$ cat src/rtl/risc_v_mike_pkg.sv
// -----------------------------------------------------------------------------
// risc_v_mike_pkg
// Shared types and constants for the multi-cycle RISC-V core.
// Contents used by the memory arbiter:
//   DATA_32_W        data/address width of the core buses
//   MEM_ARB_LAT_W    width of the arbiter latency counter
//   mem_arb_state_t  arbiter FSM states (ARB_IDLE, ARB_BUSY)
//   mem_arb_owner_t  identity of the bus owner (OWNER_IFU, OWNER_LSU)
// -----------------------------------------------------------------------------
package risc_v_mike_pkg;

   localparam int DATA_32_W     = 32;
   localparam int MEM_ARB_LAT_W = 3;

   typedef enum logic {
      ARB_IDLE,
      ARB_BUSY
   } mem_arb_state_t;

   typedef enum logic {
      OWNER_IFU,
      OWNER_LSU
   } mem_arb_owner_t;

endpackage : risc_v_mike_pkg

$ cat src/rtl/risc_v_rr_arb2.sv
// -----------------------------------------------------------------------------
// risc_v_rr_arb2
// Combinational two-way round-robin grant.
// Ports:
//   req_i[1:0]     request vector, bit 0 = IFU, bit 1 = LSU
//   last_owner_i   requester granted most recently (mem_arb_owner_t encoding)
//   enable_i       grants may only be issued while high
//   gnt_o[1:0]     one-hot grant (all zero when disabled or no request)
// -----------------------------------------------------------------------------
module risc_v_rr_arb2
   import risc_v_mike_pkg::*;
(
   input  logic [1:0] req_i,
   input  logic       last_owner_i,
   input  logic       enable_i,
   output logic [1:0] gnt_o
);

   always_comb begin
      gnt_o = 2'b00;
      if (enable_i) begin
         case (req_i)
            2'b01:   gnt_o = 2'b01;
            2'b10:   gnt_o = 2'b10;
            // Contention: whoever did not own the bus last time wins.
            2'b11:   gnt_o = (last_owner_i == OWNER_LSU) ? 2'b01 : 2'b10;
            default: gnt_o = 2'b00;
         endcase
      end
   end

endmodule : risc_v_rr_arb2

$ cat src/rtl/risc_v_mem_arbiter.sv
// -----------------------------------------------------------------------------
// risc_v_mem_arbiter
// Shares the single memory bus between the instruction-fetch unit (IFU) and the
// load/store unit (LSU). One access at a time, round-robin on contention, each
// access holds the bus for MEM_LATENCY cycles, then a one-cycle rvalid pulse
// returns data (or a write acknowledge) to the owner.
// Parameters:
//   MEM_LATENCY      bus cycles per access, 1..7
// Ports:
//   clk, rst_n       clock, asynchronous active-low reset
//   ifu_req/addr     IFU read request and byte address
//   ifu_gnt          IFU request accepted this cycle (combinational)
//   ifu_rvalid/rdata IFU read return
//   lsu_req/we/addr/wdata  LSU access request
//   lsu_gnt          LSU request accepted this cycle (combinational)
//   lsu_rvalid/rdata LSU return (rdata is 0 for a write)
//   mem_bus_*        registered bus address/data and strobes, read data in
//   busy             high while an access occupies the bus
// -----------------------------------------------------------------------------
module risc_v_mem_arbiter
   import risc_v_mike_pkg::*;
#(
   parameter int MEM_LATENCY = 1
) (
   input  logic                 clk,
   input  logic                 rst_n,

   input  logic                 ifu_req,
   input  logic [DATA_32_W-1:0] ifu_addr,
   output logic                 ifu_gnt,
   output logic                 ifu_rvalid,
   output logic [DATA_32_W-1:0] ifu_rdata,

   input  logic                 lsu_req,
   input  logic                 lsu_we,
   input  logic [DATA_32_W-1:0] lsu_addr,
   input  logic [DATA_32_W-1:0] lsu_wdata,
   output logic                 lsu_gnt,
   output logic                 lsu_rvalid,
   output logic [DATA_32_W-1:0] lsu_rdata,

   output logic [DATA_32_W-1:0] mem_bus_rd_addr,
   output logic [DATA_32_W-1:0] mem_bus_wr_addr,
   output logic                 mem_bus_read,
   output logic                 mem_bus_write,
   output logic [DATA_32_W-1:0] mem_bus_wr_data,
   input  logic [DATA_32_W-1:0] mem_bus_rd_data,

   output logic                 busy
);

   // Counter value loaded on grant; reaching zero marks the last bus cycle.
   localparam logic [MEM_ARB_LAT_W-1:0] LAT_RELOAD = MEM_ARB_LAT_W'(MEM_LATENCY - 1);

   mem_arb_state_t             state_q, state_d;
   mem_arb_owner_t             owner_q, owner_d;
   mem_arb_owner_t             last_owner_q, last_owner_d;
   logic [MEM_ARB_LAT_W-1:0]   lat_cnt_q, lat_cnt_d;
   logic [DATA_32_W-1:0]       addr_q, addr_d;
   logic [DATA_32_W-1:0]       wdata_q, wdata_d;
   logic                       we_q, we_d;
   logic                       ifu_rvalid_q, ifu_rvalid_d;
   logic                       lsu_rvalid_q, lsu_rvalid_d;
   logic [DATA_32_W-1:0]       ifu_rdata_q, ifu_rdata_d;
   logic [DATA_32_W-1:0]       lsu_rdata_q, lsu_rdata_d;

   logic [1:0]                 req;
   logic [1:0]                 gnt;
   logic                       arb_en;
   logic                       grant;
   logic                       in_busy;

   assign req     = {lsu_req, ifu_req};
   // Gating with rst_n keeps grants low while reset is held.
   assign arb_en  = (state_q == ARB_IDLE) && rst_n;
   assign grant   = |gnt;
   assign in_busy = (state_q == ARB_BUSY);

   risc_v_rr_arb2 u_rr_arb2 (
      .req_i        (req),
      .last_owner_i (last_owner_q),
      .enable_i     (arb_en),
      .gnt_o        (gnt)
   );

   // Next-state, access capture and return path.
   always_comb begin
      state_d      = state_q;
      owner_d      = owner_q;
      last_owner_d = last_owner_q;
      lat_cnt_d    = lat_cnt_q;
      addr_d       = addr_q;
      wdata_d      = wdata_q;
      we_d         = we_q;
      ifu_rvalid_d = 1'b0;
      lsu_rvalid_d = 1'b0;
      ifu_rdata_d  = ifu_rdata_q;
      lsu_rdata_d  = lsu_rdata_q;

      case (state_q)
         ARB_IDLE: begin
            if (grant) begin
               state_d   = ARB_BUSY;
               lat_cnt_d = LAT_RELOAD;
               if (gnt[1]) begin
                  owner_d      = OWNER_LSU;
                  last_owner_d = OWNER_LSU;
                  addr_d       = lsu_addr;
                  we_d         = lsu_we;
                  wdata_d      = lsu_wdata;
               end else begin
                  // The IFU only reads, so write enable and data are forced to 0.
                  owner_d      = OWNER_IFU;
                  last_owner_d = OWNER_IFU;
                  addr_d       = ifu_addr;
                  we_d         = 1'b0;
                  wdata_d      = '0;
               end
            end
         end
         ARB_BUSY: begin
            if (lat_cnt_q == '0) begin
               state_d = ARB_IDLE;
               // Only the owner's return registers change; a write returns 0.
               if (owner_q == OWNER_IFU) begin
                  ifu_rvalid_d = 1'b1;
                  ifu_rdata_d  = we_q ? '0 : mem_bus_rd_data;
               end else begin
                  lsu_rvalid_d = 1'b1;
                  lsu_rdata_d  = we_q ? '0 : mem_bus_rd_data;
               end
            end else begin
               lat_cnt_d = lat_cnt_q - 1'b1;
            end
         end
         default: state_d = ARB_IDLE;
      endcase
   end

   always_ff @(posedge clk or negedge rst_n) begin
      if (!rst_n) begin
         state_q      <= ARB_IDLE;
         owner_q      <= OWNER_LSU;
         last_owner_q <= OWNER_LSU;
         lat_cnt_q    <= '0;
         addr_q       <= '0;
         wdata_q      <= '0;
         we_q         <= 1'b0;
         ifu_rvalid_q <= 1'b0;
         lsu_rvalid_q <= 1'b0;
         ifu_rdata_q  <= '0;
         lsu_rdata_q  <= '0;
      end else begin
         state_q      <= state_d;
         owner_q      <= owner_d;
         last_owner_q <= last_owner_d;
         lat_cnt_q    <= lat_cnt_d;
         addr_q       <= addr_d;
         wdata_q      <= wdata_d;
         we_q         <= we_d;
         ifu_rvalid_q <= ifu_rvalid_d;
         lsu_rvalid_q <= lsu_rvalid_d;
         ifu_rdata_q  <= ifu_rdata_d;
         lsu_rdata_q  <= lsu_rdata_d;
      end
   end

   assign ifu_gnt         = gnt[0];
   assign lsu_gnt         = gnt[1];
   assign ifu_rvalid      = ifu_rvalid_q;
   assign ifu_rdata       = ifu_rdata_q;
   assign lsu_rvalid      = lsu_rvalid_q;
   assign lsu_rdata       = lsu_rdata_q;
   assign busy            = in_busy;

   assign mem_bus_rd_addr = addr_q;
   assign mem_bus_wr_addr = addr_q;
   assign mem_bus_wr_data = wdata_q;
   assign mem_bus_read    = in_busy && !we_q;
   // The counter still holds its reload value only in the first busy cycle,
   // which gives the memory controller a single write edge.
   assign mem_bus_write   = in_busy && we_q && (lat_cnt_q == LAT_RELOAD);

endmodule : risc_v_mem_arbiter

$ cat config.mk
export PLATFORM = sky130hd
export DESIGN_NAME = risc_v_mem_arbiter
export DESIGN_NICKNAME = d
export VERILOG_FILES = /design/src/rtl/risc_v_mike_pkg.sv /design/src/rtl/risc_v_rr_arb2.sv /design/src/rtl/risc_v_mem_arbiter.sv
export SDC_FILE = /design/constraint.sdc
export NUM_CORES = 1
export LEC_CHECK = 0
export ABC_AREA = 1
export ABC_CLOCK_PERIOD_IN_PS = 1700
export BUFFER_PORTS_ARGS = -buffer_cell sky130_fd_sc_hd__buf_4
export CORE_MARGIN = 4
export CORE_UTILIZATION = 40
export DETAILED_ROUTE_END_ITERATION = 8
export PLACE_DENSITY = 0.78
export SKIP_CTS_REPAIR_TIMING = 1
export SYNTH_ARGS = -nofsm -noshare
export SYNTH_HDL_FRONTEND = slang
export SYNTH_SLANG_ARGS = --single-unit
$ cat constraint.sdc
create_clock -name clk -period 1.7 [get_ports clk]
set_clock_uncertainty 0.05 [all_clocks]
set_input_delay 0.51 -clock clk [delete_from_list [all_inputs] [get_ports clk]]
set_output_delay 0.51 -clock clk [all_outputs]
set_load 0.02 [all_outputs]
==> results of run 1 <==
-- how the worst max path moves through the flow --
stage | startpoint | end | cells after the start
final | last_owner_q$_DFFE_PN1P_ | ifu_gnt | 3
after global routing | lat_cnt_q[0]$_DFFE_PN0P_ | mem_bus_write | 5
after CTS | lat_cnt_q[0]$_DFFE_PN0P_ | mem_bus_write | 5
after detailed placement | rst_n | ifu_gnt | 6
after global placement | rst_n | ifu_gnt | 6
after floorplan | rst_n | ifu_gnt | 5
-- layout make-up --
class / instances / share of cell area (%)
flip-flops and latches: 136 / 35.6
inverters: 105 / 4.12
clock buffers: 19 / 4.52
multi-input cells: 507 / 23.2
clock inverters: 13 / 1.29
repair buffers: 338 / 28.4
well taps: 216 / 2.82
-- flip-flops by register name, summed over array words and instances, names as in the netlist --
register and cells:
ifu_rdata 32, lsu_rdata 32, mem_bus_rd_addr 32, mem_bus_wr_data 32
lat_cnt_q 3, busy 1, ifu_rvalid 1, last_owner_q 1
lsu_rvalid 1, we_q 1
-- routing by layer --
layer | wire, um | vias to the layer above
met1 | 8030 | 3016
met5 | 0 | -
met4 | 473 | 0
met3 | 1780 | 42
li1 | - | 3072
met2 | 10100 | 292
-- stage by stage --
step	hold slack, ps	TNS (ps)	setup WS, ps
6_report	44.4	-777	-220
5_1_grt	55.1	-1500	-304
4_1_cts	31.8	-974	-335
3_5_place_dp	420	-38.5	-38.5
3_3_place_gp	414	-39.7	-39.7
2_1_floorplan	164	-50.8	-50.8
-- cells in the mapped netlist (all sizes together) --
cell and count:
clkbuf 16, buf 66, inv 105, nand4 32, dfrtp 135, nand3 37, nand2 326, o21ai 70
nor2 38, ha 2, dfstp 1, a31oi 1, a21oi 1
-- logic make-up after synthesis --
kind of cell	share of synthesized area, %
AOI/OAI and AO/OA	5.68
adders and majority gates	0.389
and+or+nand+nor	27.6
buffers and inverters	13.4
DFF	53.0
-- power by group through the flow --
stage               clock network (mW)  registers (mW)  logic [mW]
floorplan                            0            5.37        1.44
global placement                     0            4.52        4.32
detailed placement                   0            4.52        4.39
CTS                               3.54            4.49        4.40
global route                      3.67            4.58        4.74
finish                            3.46            4.49        4.41
==> reports/qor.txt, run 1 <==
Total Routing Usage GR: 21.8%
mapped cell area: 6430 sq um
Placed Instances: 1295
area share of the largest cell type after synthesis: 52.6%
diode count: 0
dpl cell area: 8870 sq um
net count after synthesis: 965
crit path buf inv count: 2
CTS clock-pin slew for the worst setup and hold paths: 60 ps
fin worst setup slack: -220 ps
commonest non-fill, non-tap cell in the layout: nand2_1
RSZ-0062 raised after global routing: yes
critical path's slowest cell: dfstp_2
fin crit period: 1920 ps
Net Sw Frac: 36.5%
grt met1 use: 26.9%
leakage power: 5.52 nW
first-pass GRT wire length: 31.7 mm
Reg power frac: 36.3%
Clk pwr share: 28.0%
Final Non-Filler Cells: 1334
max_slew headroom: 63.0%
Final Util: 60.5%
synth top area cells: dfrtp_1, nand2_1, inv_1, o21ai_1, buf_4
sequential area share after synthesis: 53.0%
met3 GRT Util: 6.11%
die height: 135 um
Synth Warn #: 0
slowest stage delay, CP: 580 ps
Final Instance Area: 9580 sq um
Crit Reg-Reg Endpoint: lsu_rdata[21]$_DFFE_PN0P_
Clock Path Buffers: 2
routed len/inst: 15.3 um
initial antenna violation count: 0
gr busiest metal: met2
CTS tree: done
nets: 1240
Worst EP required: 1140 ps
r2r startpoint: lat_cnt_q[0]$_DFFE_PN0P_
root buffer cell: clkbuf_16
vias in the first global route: 6222
P_sw: 4.51 mW
fmax: 0.521 GHz
die width: 135 um
Area growth, synth to finish: 49.0%
Initial DRC Count: 393
Reg2Reg Depth: 9
total power: 12.4 mW
max-slew violations: 0
# H-tree levels: 4
Setup CP Type: reg2out
drc violations: 0
Via-to-Cell Ratio: 4.81
internal power: 7.85 mW
critical path's top delay family: flip-flops
met2 Use GR: 36.5%
largest net degree at the start of global routing: 72
r2r setup slk: 50 ps
max cap viols: 0
status: complete, but fails checks
Comb power frac: 35.7%
Max IR drop VDD: 0.768 mV
Storage cell area: 3410 sq um
failing checks: setup timing
# IOs: 300
Synth area leader: dfrtp_1
later-pin clock latency in the skew report: 410 ps
Std-Cell Rows: 46
period utilization: 113%
cells after synthesis: 830
crit path max fanout: 3
total number of vias: 6422
Avg Cell Area, Syn: 7.74 sq um
layout cells sized above 1: 34.6%
most frequent cells in the layout: nand2_1, buf_4, dfrtp_1
GRT Residual Overflow: 0
final hold viol count: 0
Die ar.: 18200 sq um
count of cell types in the netlist: 21
initial core utilization: 40.6%
DRT Pass-1 Iters: 6
DRT antenna net count: 0
number of buffers created by CTS: 17
CTS Sinks: 136
DP HPWL: 14.2 mm
PwrDens: 1290 nW/um^2
endpoints failing setup: 5
CP endpoint kind: primary output
nature of the critical path startpoint: register
Slew @ Worst Pin: 554 ps
#FFs+latches synth: 136
CP Cell Sequence: inv_2 -> a21oi_4 -> buf_6
final wirelength: 20.4 mm
core area: 15800 sq um
port buffer count: 299
CP arrival: 1360 ps
Multi-input gate area: 2230 sq um
HP Class: in2async
Final GP Congestion: 0.830
FILL cells: 1409
No activity file was read; power rests on OpenSTA's default activity.
==> inputs of run 2 (changes only) <==
--- a/config.mk
+++ b/config.mk
@@ -10,8 +10,9 @@
 export BUFFER_PORTS_ARGS = -buffer_cell sky130_fd_sc_hd__buf_4
 export CORE_MARGIN = 4
 export CORE_UTILIZATION = 40
+export CTS_BUF_LIST = sky130_fd_sc_hd__clkbuf_16
 export DETAILED_ROUTE_END_ITERATION = 8
-export PLACE_DENSITY = 0.78
+export PLACE_DENSITY = 0.73
 export SKIP_CTS_REPAIR_TIMING = 1
 export SYNTH_ARGS = -nofsm -noshare
 export SYNTH_HDL_FRONTEND = slang
==> reports/qor.txt, run 2 (same netlist as run 1, synthesis figures left out) <==
max-slew violations: 0 (unchanged)
CTS tree: done
Multi-input gate area: 2230 sq um (+0.11%)
DP HPWL: 14.3 mm (+0.45%)
final hold viol count: 0 (unchanged)
CTS clock-pin slew for the worst setup and hold paths: 60 ps (about the same)
initial core utilization: 40.6% (unchanged)
root buffer cell: clkbuf_16
fin worst setup slack: -185 ps (+35.0 ps)
Std-Cell Rows: 46 (unchanged)
Area growth, synth to finish: 47.6%
largest net degree at the start of global routing: 70 (-2.8%)
r2r setup slk: 70 ps (+20 ps)
nature of the critical path startpoint: register
CTS Sinks: 136 (unchanged)
FILL cells: 1410 (+0.071%)
crit path max fanout: 3 (unchanged)
nets: 1234 (-0.48%)
Initial DRC Count: 346 (-12%)
max_slew headroom: 59.5% (-3.6 points)
critical path's slowest cell: dfrtp_1
vias in the first global route: 6054 (-2.7%)
setup tns final: -599 ps (+178 ps)
Setup CP Type: reg2out
Storage cell area: 3410 sq um (unchanged)
r2r startpoint: lat_cnt_q[0]$_DFFE_PN0P_
CP endpoint kind: primary output
Reg2Reg Depth: 9 (unchanged)
CP Cell Sequence: inv_2 -> ha_4 -> nand3_4 -> nor2_4 -> buf_6
GRT Residual Overflow: 0 (unchanged)
Via-to-Cell Ratio: 4.69 (-2.6%)
leakage power: 5.47 nW (-0.85%)
fmax: 0.531 GHz (+1.9%)
Die ar.: 18200 sq um (unchanged)
initial antenna violation count: 0 (unchanged)
status: complete, but fails checks
most frequent cells in the layout: nand2_1, buf_4, dfrtp_1
max cap viols: 0 (unchanged)
Total Routing Usage GR: 21.5% (-0.25 points)
commonest non-fill, non-tap cell in the layout: nand2_1
# H-tree levels: 4 (unchanged)
later-pin clock latency in the skew report: 410 ps (about the same)
fin crit period: 1880 ps (-34.9 ps)
Worst EP required: 1140 ps (about the same)
routed len/inst: 15.0 um (-1.7%)
failing checks: setup timing
diode count: 0 (unchanged)
HP Class: in2async
RSZ-0062 raised after global routing: yes
core area: 15800 sq um (unchanged)
total power: 12.5 mW (+1.1%)
die width: 135 um (unchanged)
Max IR drop VDD: 0.693 mV (-9.7%)
port buffer count: 299 (unchanged)
endpoints failing setup: 4 (-1)
slowest stage delay, CP: 400 ps (-180 ps)
# IOs: 300 (unchanged)
layout cells sized above 1: 34.2% (-0.41 points)
DRT antenna net count: 0 (unchanged)
Final GP Congestion: 0.828 (-0.25%)
DRT Pass-1 Iters: 5 (-1)
final wirelength: 19.9 mm (-2.3%)
Clock Path Buffers: 2 (unchanged)
Crit Reg-Reg Endpoint: lsu_rdata[18]$_DFFE_PN0P_
PwrDens: 1320 nW/um^2 (+2.1%)
period utilization: 111% (-2.1 points)
Slew @ Worst Pin: 608 ps (+53.3 ps)
number of buffers created by CTS: 17 (unchanged)
drc violations: 0 (unchanged)
total number of vias: 6223 (-3.1%)
die height: 135 um (unchanged)
CP arrival: 1320 ps (-40 ps)
first-pass GRT wire length: 31.2 mm (-1.7%)
## run 2: cell count changes in the layout (fill, tap and decap cells not counted), moves of 2 or more
cell / change
buf_12: -3
clkinv_4: -4
clkinv_1: +2
clkbuf_1: -2
bufinv_16: +2
clkbuf_16: -2
## run 2: per-layer routing
layer  vias up  share of wire (%)  GRT usage (%)
met5         -                  0              0
met4         0                2.0           6.73
met3        29                7.4           5.96
met2       251                 49           35.3
met1      2895                 42           27.9
li1       3048                  -              -
## run 2: metrics by stage
step | instance area (sq um) | cells | setup slack (ps) | hold slack (ps) | util (%)
global route | 9490 | 1327 | -244 | 46.3 | 59.9
finish | 9490 | 1327 | -185 | 34.7 | 59.9
global placement | 8800 | 1291 | -35.9 | 414 | 55.6
detailed placement | 8800 | 1291 | -29.8 | 416 | 55.6
floorplan | 6450 | 830 | -50.8 | 164 | -
CTS | 9390 | 1322 | -367 | 35.2 | 59.3
## run 2: final cells by class
cell class	instances	share of cell area [%]
sequential	136	35.9
timing repair buffer	332	27.4
multi-input combinational	507	23.5
clock buffer	17	4.48
inverter	105	4.16
tap	216	2.85
clock inverter	14	1.68
## run 2: worst max-delay path by stage
stage	from	end	slack (ps)
2_1_floorplan	rst_n	ifu_gnt	-50
3_3_place_gp	rst_n	ifu_gnt	-40
3_5_place_dp	rst_n	ifu_gnt	-30
4_1_cts	lat_cnt_q[0]$_DFFE_PN0P_	mem_bus_write	-370
5_1_grt	lat_cnt_q[0]$_DFFE_PN0P_	mem_bus_write	-240
6_report	lat_cnt_q[0]$_DFFE_PN0P_	mem_bus_write	-180
## run 2: where the power goes
group          internal (mW)  total [mW]  switching, mW
combinational           1.80        4.33           2.53
sequential              4.00        4.51          0.514
clock                   2.28        3.66           1.38
total                   8.07        12.5           4.43
## run 2: worst max-delay path, delay by kind of cell (launching register included)
kind | cells | cell delay, ps
fa+ha+maj | 1 | 140
flops | 1 | 400
simple gates | 2 | 170
buf+inv | 2 | 200
==> inputs of run 3 (changes only) <==
--- a/config.mk
+++ b/config.mk
@@ -16,4 +16,5 @@
 export SKIP_CTS_REPAIR_TIMING = 1
 export SYNTH_ARGS = -nofsm -noshare
 export SYNTH_HDL_FRONTEND = slang
+export SYNTH_HIERARCHICAL = 1
 export SYNTH_SLANG_ARGS = --single-unit
==> reports/qor.txt, run 3 <==
status: complete, but fails checks
failing checks: setup timing
nets: 1224 (-0.81%)
layout cells sized above 1: 35.7% (+1.5 points)
setup tns final: -987 ps (-388 ps)
area share of the largest cell type after synthesis: 53.7% (+1.2 points)
initial core utilization: 41.1% (+0.45 points)
routed len/inst: 15.4 um (+2.7%)
leakage power: 5.46 nW (-0.13%)
fin worst setup slack: -265 ps (-80.2 ps)
Compound-Gate Fraction of Synth Area: 5.55% (-0.13 points)
Final Non-Filler Cells: 1313 (-1.1%)
count of cell types in the netlist: 18 (-14%)
HP Class: in2reg
#FFs+latches synth: 136 (unchanged)
Worst EP required: 1140 ps (about the same)
CTS clock-pin slew for the worst setup and hold paths: 60 ps (about the same)
largest net degree at the start of global routing: 131 (+87%)
# IOs: 300 (unchanged)
die width: 133 um (-1.0%)
drc violations: 0 (unchanged)
Synth Warn #: 6 (+6)
die height: 133 um (-1.0%)
pre-CTS setup slack: -314 ps (-284 ps)
Total Routing Usage GR: 21.7% (+0.16 points)
PwrDens: 1900 nW/um^2 (+44%)
Hold WS: 277 ps (+242 ps)
Area growth, synth to finish: 52.2%
Synth area leader: dfrtp_1
commonest non-fill, non-tap cell in the layout: nand2_1
CP arrival: 1400 ps (+80 ps)
core area: 15300 sq um (-3.2%)
nature of the critical path startpoint: register
Initial DRC Count: 318 (-8.1%)
CP Cell Sequence: nor2_4 -> nand2_2 -> a21oi_4 -> buf_6
async set or reset register ratio after synthesis: 100% (unchanged)
max cap viols: 0 (unchanged)
Final Instance Area: 9570 sq um (+0.88%)
RSZ-0062 raised after global routing: yes
top-count cell post-synth: nand2_1
root buffer cell: clkbuf_16
first-pass GRT wire length: 30.5 mm (-2.1%)
synth cell count leaders: nand2_1, dfrtp_1, inv_1, nand3_1, o21ai_0
crit path max fanout: 4 (+1)
critical path's slowest cell: dfrtp_2
GRT Residual Overflow: 0 (unchanged)
cells after synthesis: 807 (-2.8%)
fmax: 0.509 GHz (-4.1%)
largest family of logic cells by synthesized area: simple AND/OR/NAND/NOR gates
max-slew violations: 0 (unchanged)
CTS Sinks: 136 (unchanged)
Synth Area in Adders: 0.398% (+0.0087 points)
DRT antenna net count: 0 (unchanged)
period utilization: 116% (+4.7 points)
mapped cell area: 6290 sq um (-2.2%)
xor/xnor share of the synthesized area: 0% (unchanged)
number of buffers created by CTS: 17 (unchanged)
Post-synth EDFFs: 0 (unchanged)
port buffer count: 299 (unchanged)
Final GP Congestion: 0.852 (+2.9%)
Die ar.: 17800 sq um (-2.1%)
CTS tree: done
max_slew headroom: 53.8% (-5.7 points)
FILL cells: 1382 (-2.0%)
Max IR drop VDD: 1.05 mV (+52%)
total number of vias: 6099 (-2.0%)
DP HPWL: 14.5 mm (+1.2%)
slowest stage delay, CP: 420 ps (+20 ps)
final hold viol count: 0 (unchanged)
Avg Cell Area, Syn: 7.79 sq um (+0.61%)
Via-to-Cell Ratio: 4.65 (-0.95%)
DRT Pass-1 Iters: 5 (unchanged)
ys flop type: dfrtp_1
diode count: 0 (unchanged)
vias in the first global route: 5870 (-3.0%)
final wirelength: 20.2 mm (+1.6%)
CP endpoint kind: primary output
fin crit period: 1960 ps (+80.2 ps)
Std-Cell Rows: 45 (-2.2%)
later-pin clock latency in the skew report: 410 ps (about the same)
most frequent cells in the layout: nand2_1, buf_4, dfrtp_1
initial antenna violation count: 0 (unchanged)
sequential area share after synthesis: 54.1% (+1.2 points)
Slew @ Worst Pin: 693 ps (+85.1 ps)
endpoints failing setup: 5 (+1)
simple-gate share of the synthesized area: 28.0% (+0.38 points)
# H-tree levels: 4 (unchanged)
Placed Instances: 1265 (-2.0%)
net count after synthesis: 942 (-2.4%)
Setup CP Type: reg2out
Clock Path Buffers: 2 (unchanged)
mux cell area share after synthesis: 0% (unchanged)
synth top area cells: dfrtp_1, nand2_1, nand3_1, o21ai_0, inv_1
dpl cell area: 8640 sq um (-1.8%)
run 3: changes by cell type in the layout (fill, tap and decap cells not counted), moves of 3 or more:
cell,delta
nand4_1,-32
buf_8,+3
nand3_1,+31
o21ai_0,+48
nand2_1,+12
buf_4,+4
o21ai_1,-51
inv_1,-27
run 3: power by group:
group / total, mW / internal, mW / switching, mW
sequential: 5.67 / 4.67 / 0.997
combinational: 8.44 / 3.47 / 4.97
clock: 4.04 / 2.61 / 1.43
run 3: layout make-up:
cell class | count | area (sq um) | area share (%)
Inverter | 78 | 305 | 3.19
Clock buffer | 17 | 425 | 4.45
Clock inverter | 15 | 225 | 2.35
Multi-Input combinational cell | 515 | 2230 | 23.3
Timing Repair Buffer | 341 | 2720 | 28.4
Tap cell | 211 | 264 | 2.76
Sequential cell | 136 | 3410 | 35.6
run 3: cells by family after synthesis:
family | Yosys count
adder cells (fa/ha/maj) | 2
AO/OA/AOI/OAI | 69
flip-flops | 136
buffers and inverters | 156
AND/OR/NAND/NOR | 444
run 3: stage by stage:
step | total power, mW | util, %
2_1_floorplan | 10.3 | -
3_3_place_gp | 13.9 | 56.4
3_5_place_dp | 14.0 | 56.4
4_1_cts | 18.1 | 60.7
5_1_grt | 19.2 | 62.5
6_report | 18.1 | 62.5
run 3: worst paths after layout:
check | startpoint | endpoint | slack (ps) | cells past startpoint
worst max-delay path | busy$_DFF_PN0_ | lsu_gnt | -260 | 4
worst min-delay path | lsu_wdata[8] | mem_bus_wr_data[8]$_DFFE_PN0P_ | 280 | 3
worst max register to register | busy$_DFF_PN0_ | mem_bus_rd_addr[17]$_DFFE_PN0P_ | 70 | 8
worst min register to register | mem_bus_wr_data[4]$_DFFE_PN0P_ | mem_bus_wr_data[4]$_DFFE_PN0P_ | 420 | 2
max in group asynchronous | rst_n | mem_bus_wr_data[28]$_DFFE_PN0P_ | 180 | 4
min in group asynchronous | rst_n | lsu_rdata[11]$_DFFE_PN0P_ | 540 | 3
run 3: critical path, delay by kind of cell (launching register included):
family          cells  cell delay, ps
flops               1             420
compound gates      1             220
simple gates        2             190
buf+inv             1             160
run 3: layer usage:
metal	vias up	routed length, um	share of wire [%]	track usage (%)
li1	2996	-	-	-
met1	2820	7790	38	25.9
met2	251	10200	51	36.9
met3	32	1680	8.3	6.65
met4	0	534	2.6	8.40
met5	-	0	0	0
